File: config.mk
export PLATFORM = sky130hd
export DESIGN_NAME = imem_loader
export DESIGN_NICKNAME = d
export VERILOG_FILES = /design/src/rtl/imem_loader_pkg.sv /design/src/rtl/imem_loader_word_assembler.sv /design/src/rtl/imem_loader.sv
export SDC_FILE = /design/constraint.sdc
export NUM_CORES = 1
export LEC_CHECK = 0
export CORE_MARGIN = 3
export CORE_UTILIZATION = 48
export CTS_BUF_LIST = sky130_fd_sc_hd__clkbuf_8
export CTS_CLUSTER_DIAMETER = 100
export DETAILED_ROUTE_END_ITERATION = 10
export HOLD_SLACK_MARGIN = 0.06
export PLACE_DENSITY = 0.8
export SYNTH_ARGS = -nofsm -noshare
export SYNTH_HDL_FRONTEND = slang
export SYNTH_SLANG_ARGS = --single-unit
File: constraint.sdc
create_clock -name clk -period 2.2 [get_ports clk]
set_clock_uncertainty 0.15 [all_clocks]
set_input_delay 0.55 -clock clk [delete_from_list [all_inputs] [get_ports clk]]
set_output_delay 0.55 -clock clk [all_outputs]
set_load 0.005 [all_outputs]
File: src/rtl/imem_loader_pkg.sv
// imem_loader_pkg
// Shared definitions for the instruction-memory program loader:
// FSM state encodings, frame layout constants and the memory base address.
package imem_loader_pkg;

    localparam int LEN_BYTES  = 2;
    localparam int WORD_BYTES = 4;

    // Byte address where the instruction memory is mapped in the CPU space.
    localparam logic [31:0] IMEM_BASE = 32'h0040_0000;

    typedef logic [2:0] state_t;

    localparam state_t ST_IDLE   = 3'd0;
    localparam state_t ST_LEN_HI = 3'd1;
    localparam state_t ST_LEN_LO = 3'd2;
    localparam state_t ST_DATA   = 3'd3;
    localparam state_t ST_WRITE  = 3'd4;
    localparam state_t ST_CSUM   = 3'd5;
    localparam state_t ST_DONE   = 3'd6;
    localparam state_t ST_ERROR  = 3'd7;

    function automatic logic accepts_bytes(input state_t s);
        return (s == ST_LEN_HI) || (s == ST_LEN_LO) || (s == ST_DATA) || (s == ST_CSUM);
    endfunction

    function automatic logic is_quiescent(input state_t s);
        return (s == ST_IDLE) || (s == ST_DONE) || (s == ST_ERROR);
    endfunction

endpackage

File: src/rtl/imem_loader_word_assembler.sv
// imem_loader_word_assembler
// Shifts payload bytes into a big-endian 32-bit word, counts bytes within
// the word and keeps a running XOR checksum of every byte shifted in.
// Ports:
//   clk, rst    clock and synchronous active-high reset
//   clear       restart for a new frame (word, counter, checksum to zero)
//   shift_en    accept byte_in this cycle
//   byte_in     payload byte
//   word        assembled word (first byte of a word ends up in [31:24])
//   csum        XOR of all bytes shifted since the last clear
//   word_last   shift_en on the final byte of a word
module imem_loader_word_assembler
    import imem_loader_pkg::*;
(
    input  logic        clk,
    input  logic        rst,
    input  logic        clear,
    input  logic        shift_en,
    input  logic [7:0]  byte_in,
    output logic [31:0] word,
    output logic [7:0]  csum,
    output logic        word_last
);

    logic [1:0] byte_cnt;

    assign word_last = shift_en && (byte_cnt == 2'(WORD_BYTES - 1));

    always_ff @(posedge clk) begin
        if (rst) begin
            word     <= '0;
            csum     <= '0;
            byte_cnt <= '0;
        end else if (clear) begin
            word     <= '0;
            csum     <= '0;
            byte_cnt <= '0;
        end else if (shift_en) begin
            word     <= {word[23:0], byte_in};
            csum     <= csum ^ byte_in;
            byte_cnt <= byte_cnt + 2'd1;
        end
    end

endmodule

File: src/rtl/imem_loader.sv
// imem_loader
// Program-load initiator for the instruction memory init port. Receives a
// framed byte stream (2-byte big-endian word count, 4*N payload bytes,
// 1-byte XOR checksum) and writes one big-endian word per WRITE cycle.
// Ports:
//   clk, rst           clock and synchronous active-high reset
//   start              pulse to begin a load (ignored while busy)
//   byte_in/valid      stream input; byte_ready is the handshake return
//   init_mode          high for the whole load, feeds memory init_mode
//   init_address       word index of the current write
//   init_instruction   word being written
//   write_enable       one-cycle write strobe
//   busy/done/error    load status; done and error are sticky until start
//   words_loaded       words written in the current or last load
//
// state   | meaning
// --------+-----------------------------------------------------------
// IDLE    | after reset, waiting for start
// LEN_HI  | waiting for word-count high byte
// LEN_LO  | waiting for word-count low byte, then range check
// DATA    | collecting payload bytes of the current word
// WRITE   | single-cycle write strobe to the memory
// CSUM    | waiting for the checksum byte
// DONE    | load finished with good checksum
// ERROR   | bad length or checksum mismatch
module imem_loader
    import imem_loader_pkg::*;
#(
    parameter int ADDR_W    = 12,
    parameter int MAX_WORDS = 4096
) (
    input  logic              clk,
    input  logic              rst,
    input  logic              start,
    input  logic [7:0]        byte_in,
    input  logic              byte_valid,
    output logic              byte_ready,
    output logic              init_mode,
    output logic [ADDR_W-1:0] init_address,
    output logic [31:0]       init_instruction,
    output logic              write_enable,
    output logic              busy,
    output logic              done,
    output logic              error,
    output logic [ADDR_W:0]   words_loaded
);

    state_t          state;
    logic [7:0]      len_hi;
    logic [ADDR_W:0] len_words;
    logic            xfer;
    logic [31:0]     n_full;
    logic            len_bad;
    logic [ADDR_W:0] wl_next;
    logic            asm_clear;
    logic            asm_shift;
    logic            word_last;
    logic [31:0]     word;
    logic [7:0]      csum;

    assign byte_ready = accepts_bytes(state);
    assign xfer       = byte_valid && byte_ready;

    // Widened so the range check works for any ADDR_W; once validated the
    // count always fits in ADDR_W+1 bits because MAX_WORDS <= 2**ADDR_W.
    assign n_full  = {16'h0000, len_hi, byte_in};
    assign len_bad = (n_full == 32'd0) || (n_full > 32'(MAX_WORDS));
    assign wl_next = words_loaded + (ADDR_W + 1)'(1);

    assign asm_clear = is_quiescent(state) && start;
    assign asm_shift = (state == ST_DATA) && xfer;

    imem_loader_word_assembler u_asm (
        .clk       (clk),
        .rst       (rst),
        .clear     (asm_clear),
        .shift_en  (asm_shift),
        .byte_in   (byte_in),
        .word      (word),
        .csum      (csum),
        .word_last (word_last)
    );

    assign busy             = !is_quiescent(state);
    assign init_mode        = busy;
    assign write_enable     = (state == ST_WRITE);
    assign init_address     = words_loaded[ADDR_W-1:0];
    assign init_instruction = word;

    always_ff @(posedge clk) begin
        if (rst) begin
            state        <= ST_IDLE;
            len_hi       <= '0;
            len_words    <= '0;
            words_loaded <= '0;
            done         <= 1'b0;
            error        <= 1'b0;
        end else begin
            case (state)
                ST_IDLE, ST_DONE, ST_ERROR: begin
                    if (start) begin
                        state        <= ST_LEN_HI;
                        done         <= 1'b0;
                        error        <= 1'b0;
                        words_loaded <= '0;
                    end
                end
                ST_LEN_HI: begin
                    if (xfer) begin
                        len_hi <= byte_in;
                        state  <= ST_LEN_LO;
                    end
                end
                ST_LEN_LO: begin
                    if (xfer) begin
                        if (len_bad) begin
                            state <= ST_ERROR;
                            error <= 1'b1;
                        end else begin
                            len_words <= n_full[ADDR_W:0];
                            state     <= ST_DATA;
                        end
                    end
                end
                ST_DATA: begin
                    if (word_last) begin
                        state <= ST_WRITE;
                    end
                end
                ST_WRITE: begin
                    words_loaded <= wl_next;
                    state        <= (wl_next == len_words) ? ST_CSUM : ST_DATA;
                end
                ST_CSUM: begin
                    if (xfer) begin
                        if (byte_in == csum) begin
                            state <= ST_DONE;
                            done  <= 1'b1;
                        end else begin
                            state <= ST_ERROR;
                            error <= 1'b1;
                        end
                    end
                end
                default: state <= ST_IDLE;
            endcase
        end
    end

endmodule

==> summary.txt <==
Run status
  – Outcome: finished, violations left
  – Violated checks: setup timing

Global route
  – Initial antenna violation count: 0
  – GR Util met2: 37.2%
  – Global-route layer with the greatest usage: met2
  – Global-route wire length before repair: 16600 µm
  – GR Layer Usage met1: 30.8%
  – Vias in the first global route: 3623
  – Met3 Use GR: 3.51%
  – Global Route Usage Sum: 23.2%
  – Global route overflow: 0
  – Largest net degree at the start of global routing: 45

Clock tree
  – Clk slew on worst S/H paths: 0.09 ns
  – Clock Sinks: 81
  – Root Buffer: clkbuf_8
  – Clock buffer depth: 2
  – Worst skew pair latency: 0.36 ns
  – Total CTS buffers: 9
  – TritonCTS clock tree: yes
  – Hold-fix buffers at CTS: 0
  – H-Tree Depth: 3

Yosys
  – Synth cell count leaders: dfxtp_1, nand2_1, nor2_1
  – Synth top area share: 42.8%
  – Ys flop type: dfxtp_1
  – Syn Inst Count: 467
  – Post-Syn Area: 0.00379 mm²
  – YS warnings: 0
  – Sequential fraction of the synthesis area: 42.8%
  – Avg Synthesized Cell Area: 8.11 µm²
  – Synth top area cells: dfxtp_1, nand2_1, a21oi_1, mux2i_1, nor2_1
  – Synthesized Nets: 481
  – Number of distinct library cells after synthesis: 42
  – Asr flop ratio synth: 0%
  – Post-synth EDFFs: 0
  – Synth Register Bits: 81
  – Top-count cell post-synth: dfxtp_1
  – Largest area contributor in the netlist: dfxtp_1

Final layout
  – Non-filler instance count after layout: 675
  – Ant diodes: 0
  – Final Net Count: 585
  – Fillers: 571
  – Final Core Density: 70.8%
  – Area growth syn-to-layout: 39.2%
  – Share of layout cells above drive strength 1: 18.2%

Setup path
  – Crit start category: register
  – CP max-delay cell: or4_4
  – Critical Path Fanout Max: 2
  – CP endpoint kind: register
  – WP buf/inv: 0
  – Crit path DAT: 2.48 ns
  – CP Class: reg -> reg
  – Max incr delay on CP: 0.52 ns
  – Critical-path cell list: nand4_4 > nor4_4 > xnor2_1 > or4_4 > or4_1 > a21oi_1
  – CP required: 2.33 ns
  – Top Family by Delay on Critical Path: simple AND/OR/NAND/NOR gates

Power
  – Sw Ratio: 26.7%
  – P_int: 2.20 mW
  – Pwr dens: 569 mW/mm²
  – Logic pwr share: 12.7%
  – Flop pwr share: 50.4%
  – Leak pwr: 2.11 nW
  – P_sw: 0.802 mW
  – Clock power share: 36.9%
  – Worst VDD drop: 0.398 mV

Routing
  – Antenna Nets Post-Route: 0
  – Vias per Instance: 5.56
  – Post-Route WL: 9940 µm
  – Routed vias: 3751
  – DR DRC count: 0
  – WL per Instance: 14.7 µm
  – DRT iter0 DRCs: 250
  – First-pass DRT Iterations: 5

STA
  – Relative slew slack: 73.0%
  – Setup-failing EPs final: 1
  – Final WS setup: -0.150 ns
  – Hold Vio Cnt, Final: 0
  – RSZ-0062 raised after global routing: true
  – Slew Limit Fails: 0
  – FMAX: 426 MHz
  – Worst slew pin tran: 0.395 ns
  – Post-layout min period: 2.35 ns
  – Tcrit/Tclk final: 107%

Die
  – IO Pins: 75
  – Die width: 94.8 µm
  – Core Region: 0.00745 mm²
  – Die area: 0.00899 mm²
  – Cell Rows: 31
  – Initial Utilization: 50.9%
  – Vert. Die Dim: 94.8 µm

Hold path
  – Hold Path Class: reg -> reg

Placement
  – Routability cong.: 0.922
  – DP Wirelength: 7030 µm
  – I/O Buffers: 74
  – Placed cell count: 657

Flow run
  – Total of max-cap violations: 0
## flip-flops by register name, summed over array words and instances, names as in the netlist
name	flops
u_asm.word	32
len_words	13
words_loaded	13
len_hi	8
u_asm.csum	8
state	3
u_asm.byte_cnt	2
done	1
error	1
## path summary, 6_finish.rpt
path / from / end / slack [ns] / depth (start not counted)
max: words_loaded[6] / state[2] / -0.15 / 6
min: u_asm.word[24] / u_asm.word[24] / 0.31 / 2
max reg2reg: words_loaded[6] / state[2] / -0.15 / 6
min reg2reg: u_asm.word[24] / u_asm.word[24] / 0.31 / 2
## final cells by class
cell class / count / area [µm²] / area share (%)
Tap cell: 99 / 124 / 2.35
Multi-Input combinational cell: 337 / 2010 / 38.1
Timing Repair Buffer: 135 / 1280 / 24.3
Clock inverter: 7 / 75.1 / 1.42
Clock buffer: 9 / 124 / 2.35
Inverter: 7 / 26.3 / 0.498
Sequential cell: 81 / 1640 / 31.0
## per-layer routing
layer  wire length [µm]  up-vias
li1                   -     1798
met1               4400     1788
met2               4750      140
met3                560       25
met4                225        0
met5                  0        -
## through the flow
step	cell area, µm²	hold slack, ns	total power, mW	setup WS [ns]	TNS [ns]
after floorplan	3830	0.290	1.74	-0.176	-0.176
after detailed placement	4980	0.300	1.91	-0.400	-5.80
after global routing	5280	0.337	3.12	-0.242	-0.274
after global placement	4980	0.293	1.91	-0.299	-4.64
final	5280	0.309	3.00	-0.150	-0.150
after CTS	5250	0.309	3.00	-0.151	-0.291
## power by group through the flow
stage                     Clock (mW)  Sequential, mW  Combinational, mW
after floorplan                    0            1.54              0.204
after global placement             0            1.54              0.365
after detailed placement           0            1.54              0.371
after CTS                       1.12            1.51              0.374
after global routing            1.18            1.52              0.419
final                           1.11            1.51              0.382
## kinds of logic (layout without fill, tap and decap cells)
| kind of cell | after synthesis | count (layout) | synth area share (%) |
|---|---|---|---|
| buf+inv | 49 | 158 | 6.31 |
| mux | 21 | 21 | 5.55 |
| compound gates | 92 | 92 | 13.4 |
| flops | 81 | 81 | 42.8 |
| simple gates | 188 | 188 | 23.1 |
| fa+ha+maj | 2 | 2 | 0.660 |
| xor+xnor | 34 | 34 | 8.26 |
## placed cells by master, fill, tap and decap left out, types with 3 or more instances in the layout
master           count
buf_4               52
or3_1                5
inv_1                5
nand4_1              3
nor3_1               9
o21ai_0             18
dfxtp_1             71
clkdlybuf4s50_1     60
a21o_1               3
buf_6                3
nand3_1             10
dfxtp_2              9
buf_12               5
mux2i_1             21
xnor2_1             17
a21oi_1             54
clkbuf_8             9
dlygate4sd2_1       10
or4_1                3
xor2_1              15
nor2b_1              6
a31oi_1              7
nor2_1              54
nand2_1             74
## worst min-delay path, stage by stage, from the launching register on
cell	delay, ns
dfxtp_1	0.32
nand2_1	0.05
a21oi_1	0.05
## repair_timing
item / in CTS / in global routing
setup buffers: 1 / 0
cloned: 1 / 0
setup endpoints to repair: 14 / 13
resized for setup: 30 / 12
pin swaps: 10 / 5
(Power assumes the default switching activity.)
==> variant, RTL diff (same flow settings) <==
Reset style: asynchronous (`rst`), changed in 2 clocked blocks. Comments in the files are not updated.
--- a/src/rtl/imem_loader_word_assembler.sv
+++ b/src/rtl/imem_loader_word_assembler.sv
@@ -28,3 +28,3 @@
 
-    always_ff @(posedge clk) begin
+    always_ff @(posedge clk or posedge rst) begin
         if (rst) begin
--- a/src/rtl/imem_loader.sv
+++ b/src/rtl/imem_loader.sv
@@ -89,3 +89,3 @@
 
-    always_ff @(posedge clk) begin
+    always_ff @(posedge clk or posedge rst) begin
         if (rst) begin
Check against the original RTL: differs if rst is asserted again (counterexample within 4 cycles, from zero or initial values and one cycle with rst high); with rst held inactive, the same outputs for 10 cycles.
==> variant against the original RTL <==
- the flow still finishes with violations (negative setup slack)
- worst setup slack got worse by 0.089 ns
- global-route usage rose by 1.8 points
- sequential cell count did not move
- hold slack improved by 0.069 ns
- critical path depth rose by 1
- wire length rose by 19%
- non-clock buffer count rose by 14
- design area rose by 11%
- cell count fell by 0.30%
- synthesized area rose by 9.6%
- highest routed layer unchanged
Power is not compared: it rests on default switching activity, and its combinational part moved more than twofold at a synthesized area within 25%.
==> variant: results <==
{
  "grt_pass1_wl_um": 19700,
  "relSlewSlack_pct": 68.4,
  "synth_mux_area_share_pct": 5.94,
  "synth_ff_type": "dfrtp_1",
  "failed_checks": "negative setup slack",
  "drive_gt1_share_pct": 27.8,
  "ys_seq_area_share_pct": 48.8,
  "first_global_vias": 3807,
  "critical_path.max_fanout": 6,
  "r2r_cells": 7,
  "ys_types": 56,
  "status": "finished with violations",
  "drtIter0Drc": 267,
  "synthTopCellsByArea": "dfrtp_1 (49%), nand2_1 (7.6%), a21oi_1 (5.2%), xnor2_1 (3.8%), o21ai_0 (3.3%)",
  "grt_max_degree": 50,
  "detailed_place_hpwl_um": 8130,
  "dp_worst_setup_slack_ns": -0.808,
  "vias_per_cell": 5.64,
  "setup_slack_ns": -0.239,
  "setup_violations": 15,
  "whs_ns": 0.378,
  "syn_nets": 452,
  "synth_xor_area_share_pct": 7.35,
  "reg2reg_to": "len_words[12]",
  "synth_top_family_by_area": "simple AND/OR/NAND/NOR gates",
  "worstPathArrival_ns": 2.53,
  "grt.total_usage_pct": 25.0,
  "synth_compound_gate_area_share_pct": 12.7,
  "synth_fa_ha_area_share_pct": 0.603,
  "netlist_top_cells_count": "nand2_1 (84), dfrtp_1 (81), a21oi_1 (43), o21ai_0 (27), nor2_1 (23)",
  "postSynth.asyncResetShare_pct": 100,
  "routabilityCongestion": 1.01,
  "routed_wl_um": 11800,
  "final_net_count": 577,
  "crit_path_max_incr_delay_ns": 0.44,
  "place_area_um2": 5370
}
variant: cell types whose count changed after synthesis, moves of 4 or more:
cell,before,now
dfrtp_1,0,81
dfxtp_1,81,0
nor2_1,56,23
mux2i_1,21,1
a21oi_1,54,43
mux2_1,0,11
clkbuf_1,23,13
mux2_2,0,10
nand2_1,74,84
o21ai_0,18,27
nor3_1,11,5
a31oi_1,7,2
o41ai_1,0,4
variant: through the flow:
stage	instances	TNS (ns)	util, %	power [mW]
after CTS	670	-2.92	69.6	6.28
after global placement	642	-13.12	64.7	4.74
after global routing	673	-3.57	70.5	6.81
final	673	-3.02	70.5	6.45
after floorplan	438	-1.99	-	3.68
after detailed placement	642	-16.60	64.7	4.86
variant: worst min-delay path by stage:
stage | cells after the start | endpoint | start
after CTS | 1 | len_hi[7] | len_hi[7]
after global routing | 2 | u_asm.word[26] | u_asm.word[26]
after floorplan | 1 | len_hi[6] | len_hi[6]
after global placement | 1 | len_hi[6] | len_hi[6]
final | 1 | len_hi[5] | len_hi[5]
after detailed placement | 1 | len_hi[7] | len_hi[7]
variant: layout make-up:
class / instances / area, um^2
fill: 590 / 2440
multi-input combinational: 315 / 2110
sequential: 81 / 2030
timing repair buffer: 149 / 1350
tap: 105 / 131
clock buffer: 9 / 124
clock inverter: 7 / 76.3
inverter: 7 / 32.5
variant: cells by family after synthesis:
logic type | after synthesis
AND/OR/NAND/NOR | 165
AO/OA/AOI/OAI | 92
flip-flops | 81
buffers and inverters | 42
XOR/XNOR | 34
multiplexers | 22
adder cells (fa/ha/maj) | 2
variant: power by group:
part / internal [mW] / switching [mW] / leakage, nW
Sequential: 1.93 / 0.442 / 1.08
Combinational: 1.59 / 1.36 / 1.38
Clock: 0.535 / 0.597 / 0.0966
Total: 4.05 / 2.40 / 2.55
variant: what timing repair did:
item / 4_1_cts / 5_1_grt
gates resized for setup: 47 / 24
setup buffers: 11 / 3
cloned: 1 / 0
hold buffers: 0 / 0
endpoints found under the setup margin: 22 / 29
pin swaps: 10 / 6
variant: metal layers:
| metal | track usage, % | wire length, um |
|---|---|---|
| met3 | 4.67 | 634 |
| met5 | 0 | 0 |
| met2 | 40.4 | 5880 |
| met4 | 8.61 | 264 |
| met1 | 33.8 | 5040 |
